==> config.mk <==
export PLATFORM = sky130hd
export DESIGN_NAME = clause_fifo_drain
export DESIGN_NICKNAME = d
export VERILOG_FILES = /design/src/rtl/clause_fifo_drain.sv
export SDC_FILE = /design/constraint.sdc
export NUM_CORES = 1
export LEC_CHECK = 0
export CORE_UTILIZATION = 55
export CTS_BUF_LIST = sky130_fd_sc_hd__clkbuf_4 sky130_fd_sc_hd__clkbuf_8 sky130_fd_sc_hd__clkbuf_16
export CTS_CLUSTER_DIAMETER = 100
export DETAILED_ROUTE_END_ITERATION = 10
export PLACE_DENSITY = 0.81
export SKIP_CTS_REPAIR_TIMING = 1
export SLEW_MARGIN = 20
export SYNTH_ARGS = -nofsm -noshare
export SYNTH_HDL_FRONTEND = slang
export SYNTH_SLANG_ARGS = --single-unit
==> constraint.sdc <==
create_clock -name clk -period 9.02 [get_ports clk]
set_input_delay 2.706 -clock clk [delete_from_list [all_inputs] [get_ports clk]]
set_output_delay 2.706 -clock clk [all_outputs]
set_load 0.005 [all_outputs]
==> src/rtl/clause_fifo_drain.sv <==
// clause_fifo_drain
//   Captures a vector of CLAUSE_COUNT candidate clauses with per-clause valid
//   bits, then drains the valid ones, lowest index first, into an output FIFO
//   at one clause per cycle. With OF_MODE=0 a clause meeting a full FIFO is
//   dropped and counted; with OF_MODE=1 the drain stalls until space opens.
//
// Ports
//   clk            : clock, all state updates on the rising edge
//   reset          : synchronous, active-low reset
//   clauses_i      : clause j at [CLAUSE_WIDTH*j +: CLAUSE_WIDTH]
//   clause_valid_i : bit j qualifies clause j
//   wren           : capture request, honoured only while wr_ready=1
//   wr_ready       : capture register holds no pending clauses
//   rden           : pop the FIFO head (ignored while empty)
//   cOF            : clear OF and drop_count
//   clause_o       : FIFO head (show-ahead), zero while empty
//   empty / full   : FIFO occupancy flags
//   count          : FIFO occupancy
//   OF             : sticky overflow / rejected-capture flag
//   drop_count     : clauses lost since the last cOF, saturating
module clause_fifo_drain #(
  parameter int CLAUSE_COUNT = 20,
  parameter int CLAUSE_WIDTH = 9,
  parameter int BUFFER_DEPTH = 16,
  parameter int OF_MODE      = 0
) (
  input  logic                                   clk,
  input  logic                                   reset,
  input  logic [CLAUSE_COUNT*CLAUSE_WIDTH-1:0]   clauses_i,
  input  logic [CLAUSE_COUNT-1:0]                clause_valid_i,
  input  logic                                   wren,
  output logic                                   wr_ready,
  input  logic                                   rden,
  input  logic                                   cOF,
  output logic [CLAUSE_WIDTH-1:0]                clause_o,
  output logic                                   empty,
  output logic                                   full,
  output logic [$clog2(BUFFER_DEPTH+1)-1:0]      count,
  output logic                                   OF,
  output logic [15:0]                            drop_count
);

  localparam int CNT_W = $clog2(BUFFER_DEPTH + 1);
  localparam int PTR_W = $clog2(BUFFER_DEPTH);
  localparam int IDX_W = $clog2(CLAUSE_COUNT);
  // Wide enough for a full rejected vector plus one drain drop in one cycle.
  localparam int INC_W = $clog2(CLAUSE_COUNT + 2);
  localparam bit STALL_MODE = (OF_MODE != 0);

  typedef enum logic [1:0] {
    ST_IDLE  = 2'd0,
    ST_DRAIN = 2'd1,
    ST_STALL = 2'd2
  } state_t;

  // Index of the lowest set bit; zero when no bit is set.
  function automatic logic [IDX_W-1:0] lowest_idx(input logic [CLAUSE_COUNT-1:0] v);
    lowest_idx = '0;
    for (int i = CLAUSE_COUNT - 1; i >= 0; i--) begin
      lowest_idx = v[i] ? IDX_W'(i) : lowest_idx;
    end
  endfunction

  function automatic logic [INC_W-1:0] popcount(input logic [CLAUSE_COUNT-1:0] v);
    popcount = '0;
    for (int i = 0; i < CLAUSE_COUNT; i++) begin
      popcount = popcount + INC_W'(v[i]);
    end
  endfunction

  function automatic logic [15:0] sat_add(input logic [15:0] a, input logic [INC_W-1:0] b);
    logic [16:0] sum;
    sum = {1'b0, a} + 17'(b);
    sat_add = sum[16] ? 16'hFFFF : sum[15:0];
  endfunction

  state_t                            state_r, state_nxt_s;
  logic [CLAUSE_COUNT-1:0]           mask_r;
  logic [CLAUSE_COUNT*CLAUSE_WIDTH-1:0] data_r;
  logic [CLAUSE_WIDTH-1:0]           mem_r [BUFFER_DEPTH];
  logic [PTR_W-1:0]                  wr_ptr_r, rd_ptr_r;
  logic [CNT_W-1:0]                  count_r;
  logic                              of_r;
  logic [15:0]                       drop_count_r;

  logic                              wr_ready_s, empty_s, full_s, pop_s, room_s;
  logic                              capture_s, reject_s, last_bit_s;
  logic [IDX_W-1:0]                  sel_idx_s;
  logic [CLAUSE_COUNT-1:0]           sel_onehot_s;
  logic [CLAUSE_WIDTH-1:0]           sel_clause_s;
  logic                              push_s, drop_s, clear_bit_s, of_event_s;
  logic [INC_W-1:0]                  inc_s;

  assign wr_ready_s   = (mask_r == '0);
  assign empty_s      = (count_r == '0);
  assign full_s       = (count_r == CNT_W'(BUFFER_DEPTH));
  assign pop_s        = rden && !empty_s;
  // A push at full is still legal when the same cycle pops the head.
  assign room_s       = !full_s || pop_s;
  assign capture_s    = wren && wr_ready_s;
  assign reject_s     = wren && !wr_ready_s;
  assign sel_idx_s    = lowest_idx(mask_r);
  assign sel_onehot_s = {{(CLAUSE_COUNT-1){1'b0}}, 1'b1} << sel_idx_s;
  assign sel_clause_s = data_r[CLAUSE_WIDTH*sel_idx_s +: CLAUSE_WIDTH];
  assign last_bit_s   = ((mask_r & ~sel_onehot_s) == '0);
  assign of_event_s   = reject_s || drop_s;
  assign inc_s        = (reject_s ? popcount(clause_valid_i) : INC_W'(1'b0))
                      + (drop_s ? INC_W'(1'b1) : INC_W'(1'b0));

  // FSM state register.
  always_ff @(posedge clk) begin
    if (!reset) begin
      state_r <= ST_IDLE;
    end else begin
      state_r <= state_nxt_s;
    end
  end

  // FSM next-state logic.
  always_comb begin
    state_nxt_s = state_r;
    case (state_r)
      ST_IDLE: begin
        if (capture_s && (clause_valid_i != '0)) begin
          state_nxt_s = ST_DRAIN;
        end else begin
          state_nxt_s = ST_IDLE;
        end
      end
      ST_DRAIN: begin
        if (STALL_MODE && !room_s) begin
          state_nxt_s = ST_STALL;
        end else if (clear_bit_s && last_bit_s) begin
          state_nxt_s = ST_IDLE;
        end else begin
          state_nxt_s = ST_DRAIN;
        end
      end
      ST_STALL: begin
        // Resume only once a pop has actually freed a slot.
        if (pop_s) begin
          state_nxt_s = ST_DRAIN;
        end else begin
          state_nxt_s = ST_STALL;
        end
      end
      default: begin
        state_nxt_s = ST_IDLE;
      end
    endcase
  end

  // FSM outputs: push, drop, and retire of the selected pending bit.
  always_comb begin
    push_s      = 1'b0;
    drop_s      = 1'b0;
    clear_bit_s = 1'b0;
    case (state_r)
      ST_DRAIN: begin
        if (room_s) begin
          push_s      = 1'b1;
          clear_bit_s = 1'b1;
        end else if (!STALL_MODE) begin
          drop_s      = 1'b1;
          clear_bit_s = 1'b1;
        end else begin
          clear_bit_s = 1'b0;
        end
      end
      ST_IDLE: begin
        push_s = 1'b0;
      end
      ST_STALL: begin
        push_s = 1'b0;
      end
      default: begin
        push_s = 1'b0;
      end
    endcase
  end

  // Pending mask: loaded on capture, one bit retired per drain step.
  always_ff @(posedge clk) begin
    if (!reset) begin
      mask_r <= '0;
    end else if (capture_s) begin
      mask_r <= clause_valid_i;
    end else if (clear_bit_s) begin
      mask_r <= mask_r & ~sel_onehot_s;
    end
  end

  // Captured clause data; only read under a set mask bit, so no reset needed.
  always_ff @(posedge clk) begin
    if (capture_s) begin
      data_r <= clauses_i;
    end
  end

  // FIFO storage; stale entries are unreachable once the pointers reset.
  always_ff @(posedge clk) begin
    if (reset && push_s) begin
      mem_r[wr_ptr_r] <= sel_clause_s;
    end
  end

  // FIFO pointers and occupancy; pointers wrap naturally at BUFFER_DEPTH.
  always_ff @(posedge clk) begin
    if (!reset) begin
      wr_ptr_r <= '0;
      rd_ptr_r <= '0;
      count_r  <= '0;
    end else begin
      if (push_s) begin
        wr_ptr_r <= wr_ptr_r + PTR_W'(1'b1);
      end
      if (pop_s) begin
        rd_ptr_r <= rd_ptr_r + PTR_W'(1'b1);
      end
      case ({push_s, pop_s})
        2'b10:   count_r <= count_r + CNT_W'(1'b1);
        2'b01:   count_r <= count_r - CNT_W'(1'b1);
        default: count_r <= count_r;
      endcase
    end
  end

  // Overflow flag and loss counter; an event in the clear cycle wins.
  always_ff @(posedge clk) begin
    if (!reset) begin
      of_r         <= 1'b0;
      drop_count_r <= 16'd0;
    end else if (cOF) begin
      of_r         <= of_event_s;
      drop_count_r <= 16'(inc_s);
    end else begin
      of_r         <= of_r | of_event_s;
      drop_count_r <= sat_add(drop_count_r, inc_s);
    end
  end

  assign wr_ready   = wr_ready_s;
  assign empty      = empty_s;
  assign full       = full_s;
  assign count      = count_r;
  assign OF         = of_r;
  assign drop_count = drop_count_r;
  assign clause_o   = empty_s ? '0 : mem_r[rd_ptr_r];

endmodule
==> impl_metrics.yaml, run 1 <==
min_path:
  min_path_cells: 2
  holdCritPathClass: "flip-flop to flip-flop"
  hp-start: "rd_ptr_r[1]$_SDFFE_PN0P_"
route:
  avgRoutedWirePerCell_microns: 22.0
  drt-total-wl_microns: 39100
  drc: 0
  vias: 10800
  vias_per_cell: 6.06
  ant_nets: 0
  dr.pass1.iters: 5
  drtIter0Drc: 974
run_status:
  run_status: "finished clean"
timing:
  finalHoldViolations: 0
  fin_crit_ps: 8250
  setup_viol: 0
  worst_pin_slew_ps: 1220
  fmax_mhz: 121
  maxSlewHeadroom_pct: 18.8
  rsz0062_at_grt: "no"
  fin_crit_sh_pct: 91.5
  fin_tns_setup_ps: 0
  slew_violations: 0
  clock_skew_ps: 26.7
grt:
  grt_pass1_wl_microns: 60600
  antenna_found_initial: 1
  grt_pass1_vias: 10900
  grt_max_degree: 202
  grt_overflow: 0
  track_usage_pct: 25.9
yosys:
  syn_inst: 1118
  synth_edf_count: 324
  synthArstFlopShare_pct: 0
  synth_ff_type: "edfxtp_1"
  netlist.area_leader.share_pct: 59.3
  yosys-top-cells-area: "edfxtp_1 59%, dfxtp_1 6.8%, mux4_2 6.2%, fa_1 2.0%, nand2_1 1.9%"
  synthTopCellsByCount: "324 x edfxtp_1, 81 x nand2_1, 56 x dfxtp_1"
  seq_area_frac_synth_pct: 66.1
  syn_area_sq_mm: 0.0164
  synth_most_common_cell: "edfxtp_1"
  synth_seq_cells: 380
  synth_top_area_cell: "edfxtp_1"
  synthesis.nets: 1362
  ys_types: 78
  syn-mean-instance-area_sq_um: 14.7
  ys.warnings.count: 0
worst_setup_path:
  arrival_ps: 8650
  crit_required_ps: 9420
  worstSetupEndpointType: "flip-flop"
  r2r_cells: 15
  critPathMaxStageDelay_ps: 560
  r2r_start: "mask_r[1]$_SDFFE_PN0P_"
  r2r-end: "drop_count[4]$_SDFF_PN0_"
  cp_common_cell: "fa_1"
  ff2ff_setup_slack_ps: 4390
  worstSetupStartpointType: "primary input"
  worstSetupPathType: "primary input to flip-flop"
  crit_path_cell_trace: "clkdlybuf4s50_1, fa_1, inv_1, fa_1, fa_1, fa_1, fa_1, inv_1, ha_1, inv_1, fa_1, nor2_1, ha_1, fa_1, a21o_1, a21oi_1, nor2b_1, o21ba_2, nand4_1, nor2_1, o311a_1"
  cp_max_fo: 6
  critPathSlowestCell: "fa_1"
placed_design:
  portBuffers: 238
  dp_hpwl_microns: 27300
  place_congestion: 0.871
  placed_area_sq_mm: 0.0193
die:
  fp.dieArea_sq_mm: 0.0305
  io_pins: 239
  die_w_microns: 175
  die_h_microns: 175
  core-area_sq_mm: 0.0290
  initial_core_util_pct: 56.6
  rows: 62
power_and_ir_drop:
  total_power_uw: 8170
  switching_share_pct: 38.2
  power_switching_uw: 3120
  combPwrFrac_pct: 44.6
  p_seq_share_pct: 37.1
  power.internal_uw: 5040
  ir_worst_vdd_mv: 0.289
  p_per_area_mw_per_mm2: 398
  power.clock.fraction_pct: 18.3
  leakage_uw: 0.00693
finish:
  syn_to_final_growth_pct: 24.9
  diodes: 0
  drive_gt1_share_pct: 10.7
  stdcell_area_sq_mm: 0.0205
  post-route-util_pct: 70.7
  finish.net_count: 1613
clocking:
  cts.sinks: 380
  cts_root_buf: "clkbuf_16"
  cts_buffer_depth: 3
  cts_tree: "done"
  clkTransAtPathRegs_ps: 60
  clk_latency_ps: 540
  ctsHtreeMaxLevel: 2
  cts_buffers: 38
run:
  max_cap_violations: 0
## worst max-delay path: cells and delay by family
| family | cells | cell delay, ps |
|---|---|---|
| compound gates | 4 | 1000 |
| buf+inv | 4 | 640 |
| simple gates | 4 | 360 |
| fa+ha+maj | 9 | 3930 |
## through the flow
stage / worst slack (ps) / hold slack [ps] / instances
after floorplan: 478 / 480 / 1118
after global placement: 347 / 489 / 1712
after detailed placement: 238 / 508 / 1712
after CTS: 775 / 525 / 1779
after global routing: 373 / 556 / 1780
final: 770 / 521 / 1780
## final cells by class
| cell class | count | area, sq um |
|---|---|---|
| clock buffers | 44 | 996 |
| fillers | 1881 | 8510 |
| multi-input cells | 650 | 5300 |
| inverters | 42 | 158 |
| well taps | 384 | 480 |
| repair buffers | 257 | 2540 |
| flip-flops and latches | 380 | 10900 |
| clock inverters | 23 | 179 |
## flip-flops by register name (all words and copies together) (netlist names), named ones only
register,flops
wr_ptr_r,4
OF,1
state_r,2
mask_r,20
mem_r,144
drop_count,16
rd_ptr_r,4
data_r,180
count,5
## per-layer routing
layer	track usage [%]	vias up	share of wire (%)	wire length, microns
li1	-	4910	-	-
met1	34.0	5321	41	16000
met2	42.6	490	48	18900
met3	5.83	70	7.5	2940
met4	9.49	0	3.1	1200
met5	0	-	0	0
## worst max path at each step
stage | slack (ps) | startpoint | cells past startpoint | endpoint
after floorplan | 480 | wren | 2 | data_r[0]$_DFFE_PP_
after global routing | 370 | clause_valid_i[5] | 23 | drop_count[15]$_SDFF_PP0_
final | 770 | clause_valid_i[0] | 21 | drop_count[4]$_SDFF_PN0_
after CTS | 770 | clause_valid_i[0] | 21 | drop_count[4]$_SDFF_PN0_
after global placement | 350 | clause_valid_i[0] | 21 | drop_count[4]$_SDFF_PN0_
after detailed placement | 240 | clause_valid_i[0] | 21 | drop_count[4]$_SDFF_PN0_
## logic make-up after synthesis
logic type               count (synthesis)  share of synthesized area, %
adder cells (fa/ha/maj)                 39                          3.70
XOR/XNOR                                22                          1.17
multiplexers                            59                          7.03
AND/OR/NAND/NOR                        261                          8.00
flip-flops                             380                          66.1
buffers and inverters                   88                          2.14
AO/OA/AOI/OAI                          269                          11.9
## power groups by stage
stage | Sequential (uW) | Clock (uW) | Combinational [uW]
final | 3030 | 1500 | 3640
after detailed placement | 3060 | 0 | 3490
after global routing | 3050 | 1580 | 3970
after CTS | 3030 | 1510 | 3510
after global placement | 3040 | 0 | 3330
after floorplan | 4310 | 0 | 4520
## cells in the final DEF (no fill, tap or decap), types with 11 or more instances in the layout
cell type	instances
a211o_1	15
a21boi_1	19
a21oi_1	48
a221oi_1	27
a22oi_1	16
and2_1	13
buf_4	17
clkbuf_16	38
clkdlybuf4s50_1	238
dfxtp_1	54
edfxtp_1	324
fa_1	16
ha_1	23
inv_1	42
mux2i_1	14
mux4_2	45
nand2_1	81
nand3_1	13
nor2_1	53
nor2b_1	24
nor4_1	12
o21ai_0	45
o22ai_1	11
xnor2_1	17
Power figures use the tool's default switching activity.
==> inputs of run 2 (changes only) <==
--- a/config.mk
+++ b/config.mk
@@ -6,9 +6,10 @@
 export NUM_CORES = 1
 export LEC_CHECK = 0
-export CORE_UTILIZATION = 55
+export CORE_UTILIZATION = 57
 export CTS_BUF_LIST = sky130_fd_sc_hd__clkbuf_4 sky130_fd_sc_hd__clkbuf_8 sky130_fd_sc_hd__clkbuf_16
 export CTS_CLUSTER_DIAMETER = 100
 export DETAILED_ROUTE_END_ITERATION = 10
-export PLACE_DENSITY = 0.81
+export DONT_BUFFER_PORTS = 1
+export PLACE_DENSITY = 0.72
 export SKIP_CTS_REPAIR_TIMING = 1
 export SLEW_MARGIN = 20
==> constraint.sdc (replaced) <==
create_clock -name clk -period 9.02 [get_ports clk]
set_input_delay 2.706 -clock clk [delete_from_list [all_inputs] [get_ports clk]]
set_output_delay 2.706 -clock clk [all_outputs]
set_load 0.01 [all_outputs]
==> run 2 against run 1 <==
  * Routed wire length shrank 6.3%
  * Clock power grew 11%
  * Sequential power is essentially flat
  * Combinational power shrank 5%
  * Final area shrank 11%
  * Register-to-register slack lost 160 ps
  * Sequential cell count is the same
  * Final cell count shrank 13%
==> impl_metrics.yaml, run 2 (synthesized netlist as in run 1, its figures left out) <==
placed_design:
  portBuffers: 0
  placed_area_sq_mm: 0.0169
  placed_cells: 1469
  dp_hpwl_microns: 25100
  place_congestion: 0.889
worst_setup_path:
  ff2ff_setup_slack_ps: 4230
  worstSetupEndpointType: "flip-flop"
  worst_path_dominant_cell_family: "adder cells"
  cp_max_fo: 9
  r2r_start: "mask_r[2]$_SDFFE_PN0P_"
  critPathSlowestCell: "fa_1"
  r2r_cells: 16
  worstSetupStartpointType: "primary input"
  arrival_ps: 8160
  crit_path_cell_trace: "fa_1, inv_1, fa_1, fa_1, fa_1, fa_1, inv_1, ha_1, inv_1, fa_1, nor2_1, ha_1, fa_1, a21o_1, a21oi_1, nor2b_1, o21ba_2, nand4b_1, nand3_1, o21ai_0, nor2_1"
  cp_common_cell: "fa_1"
  worstSetupPathType: "primary input to flip-flop"
  r2r-end: "drop_count[13]$_SDFF_PP0_"
  crit_required_ps: 9420
  crit_buf_inv: 3
  critPathMaxStageDelay_ps: 530
  critical_path_depth: 21
  crit_path_start: "clause_valid_i[0]"
power_and_ir_drop:
  power.internal_uw: 5060
  p_seq_share_pct: 37.1
  leakage_uw: 0.00610
  power_switching_uw: 3090
  power.clock.fraction_pct: 20.5
  p_per_area_mw_per_mm2: 445
  switching_share_pct: 37.9
  ir_worst_vdd_mv: 0.308
  combPwrFrac_pct: 42.4
grt:
  grt_overflow: 0
  grt_max_degree: 191
  antenna_found_initial: 9
  grt_pass1_wl_microns: 55500
  track_usage_pct: 25.3
  grt_pass1_vias: 9839
finish:
  drive_gt1_share_pct: 13.9
  finish.net_count: 1378
  most-common-layout-cells: "324 x edfxtp_1, 81 x nand2_1, 54 x dfxtp_1, 53 x nor2_1, 48 x a21oi_1"
  layout_commonest_cell: "edfxtp_1"
  final_cells: 1546
  reg_top3: "data_r (180), mem_r (144), mask_r (20)"
  largest_register_ffs: 180
  top_register: "data_r"
  stdcell_area_sq_mm: 0.0183
  num-fill-cells: 2019
  syn_to_final_growth_pct: 11.5
timing:
  fin_crit_ps: 7760
  maxSlewHeadroom_pct: 24.6
  fin_crit_sh_pct: 86.0
  fin_tns_setup_ps: 0
  slew_violations: 0
  fmax_mhz: 129
  worst_pin_slew_ps: 1130
  clock_skew_ps: 17.8
  finalHoldViolations: 0
  rsz0062_at_grt: "no"
  fin_hold_ws_ps: 515
  setup_viol: 0
die:
  die_h_microns: 172
  fp.dieArea_sq_mm: 0.0295
  io_pins: 239
  core-area_sq_mm: 0.0281
  rows: 61
  initial_core_util_pct: 58.5
  die_w_microns: 172
route:
  drc: 0
  dr.pass1.iters: 5
  drt-total-wl_microns: 36600
  drtIter0Drc: 837
  vias: 9795
  avgRoutedWirePerCell_microns: 23.7
  ant_nets: 0
  vias_per_cell: 6.34
clocking:
  clkTransAtPathRegs_ps: 60
  ctsHtreeMaxLevel: 2
  cts.sinks: 380
  cts_root_buf: "clkbuf_16"
  cts_buffers: 40
  cts_tree: "done"
  cts_buffer_depth: 3
  clk_latency_ps: 530
run:
  max_cap_violations: 0
min_path:
  hold_end: "state_r[1]$_SDFF_PN0_"
  hp-start: "state_r[1]$_SDFF_PN0_"
  min_path_cells: 2
  holdCritPathClass: "flip-flop to flip-flop"
run_status:
  run_status: "finished clean"
[run 2: cell types whose count changed in the layout (fill, tap and decap cells not counted), sizes merged]
cell / delta
diode: +5
inv: -1
clkinv: -9
clkinvlp: +2
clkbuf: +11
bufinv: +2
clkdlybuf4s50: -238
[run 2: power by group through the flow]
stage / combinational (uW) / clock, uW / sequential (uW)
2_1_floorplan: 4540 / 0 / 4320
3_3_place_gp: 3240 / 0 / 3060
3_5_place_dp: 3340 / 0 / 3060
4_1_cts: 3360 / 1700 / 3030
5_1_grt: 3770 / 1750 / 3050
6_report: 3450 / 1670 / 3030
[run 2: how the worst max path moves through the flow]
stage | to
after floorplan | data_r[0]$_DFFE_PP_
after global placement | drop_count[13]$_SDFF_PP0_
after detailed placement | drop_count[13]$_SDFF_PP0_
after CTS | drop_count[13]$_SDFF_PP0_
after global routing | drop_count[13]$_SDFF_PP0_
final | drop_count[13]$_SDFF_PP0_
[run 2: tightest hold or removal path: cells and delay by family (launching register included)]
family	cells	cell delay, ps
flip-flops	1	330
AND/OR/NAND/NOR	2	140
[run 2: through the flow]
stage	setup WS [ps]	power [uW]	util, %
3_5_place_dp	734	6410	60.1
5_1_grt	960	8580	65.2
3_3_place_gp	843	6290	60.1
2_1_floorplan	478	8860	-
4_1_cts	1290	8090	65.0
6_report	1260	8150	65.2
[run 2: final cells by class]
class                   instances  area [sq um]  area share (%)
inverters                      42           158           0.861
clock buffers                  54          1160            6.33
multi-input cells             650          5280            28.8
diodes                          5          12.5          0.0683
clock inverters                17           209            1.14
well taps                     378           473            2.58
flip-flops and latches        380         10900            59.3
repair buffers                 20           169           0.923
[run 2: layer usage]
layer	global-route usage, %	vias to the layer above	wire [microns]
li1	-	4449	-
met1	31.3	4853	14800
met2	41.3	400	17200
met3	8.03	87	3230
met4	10.5	6	1360
met5	0	-	30
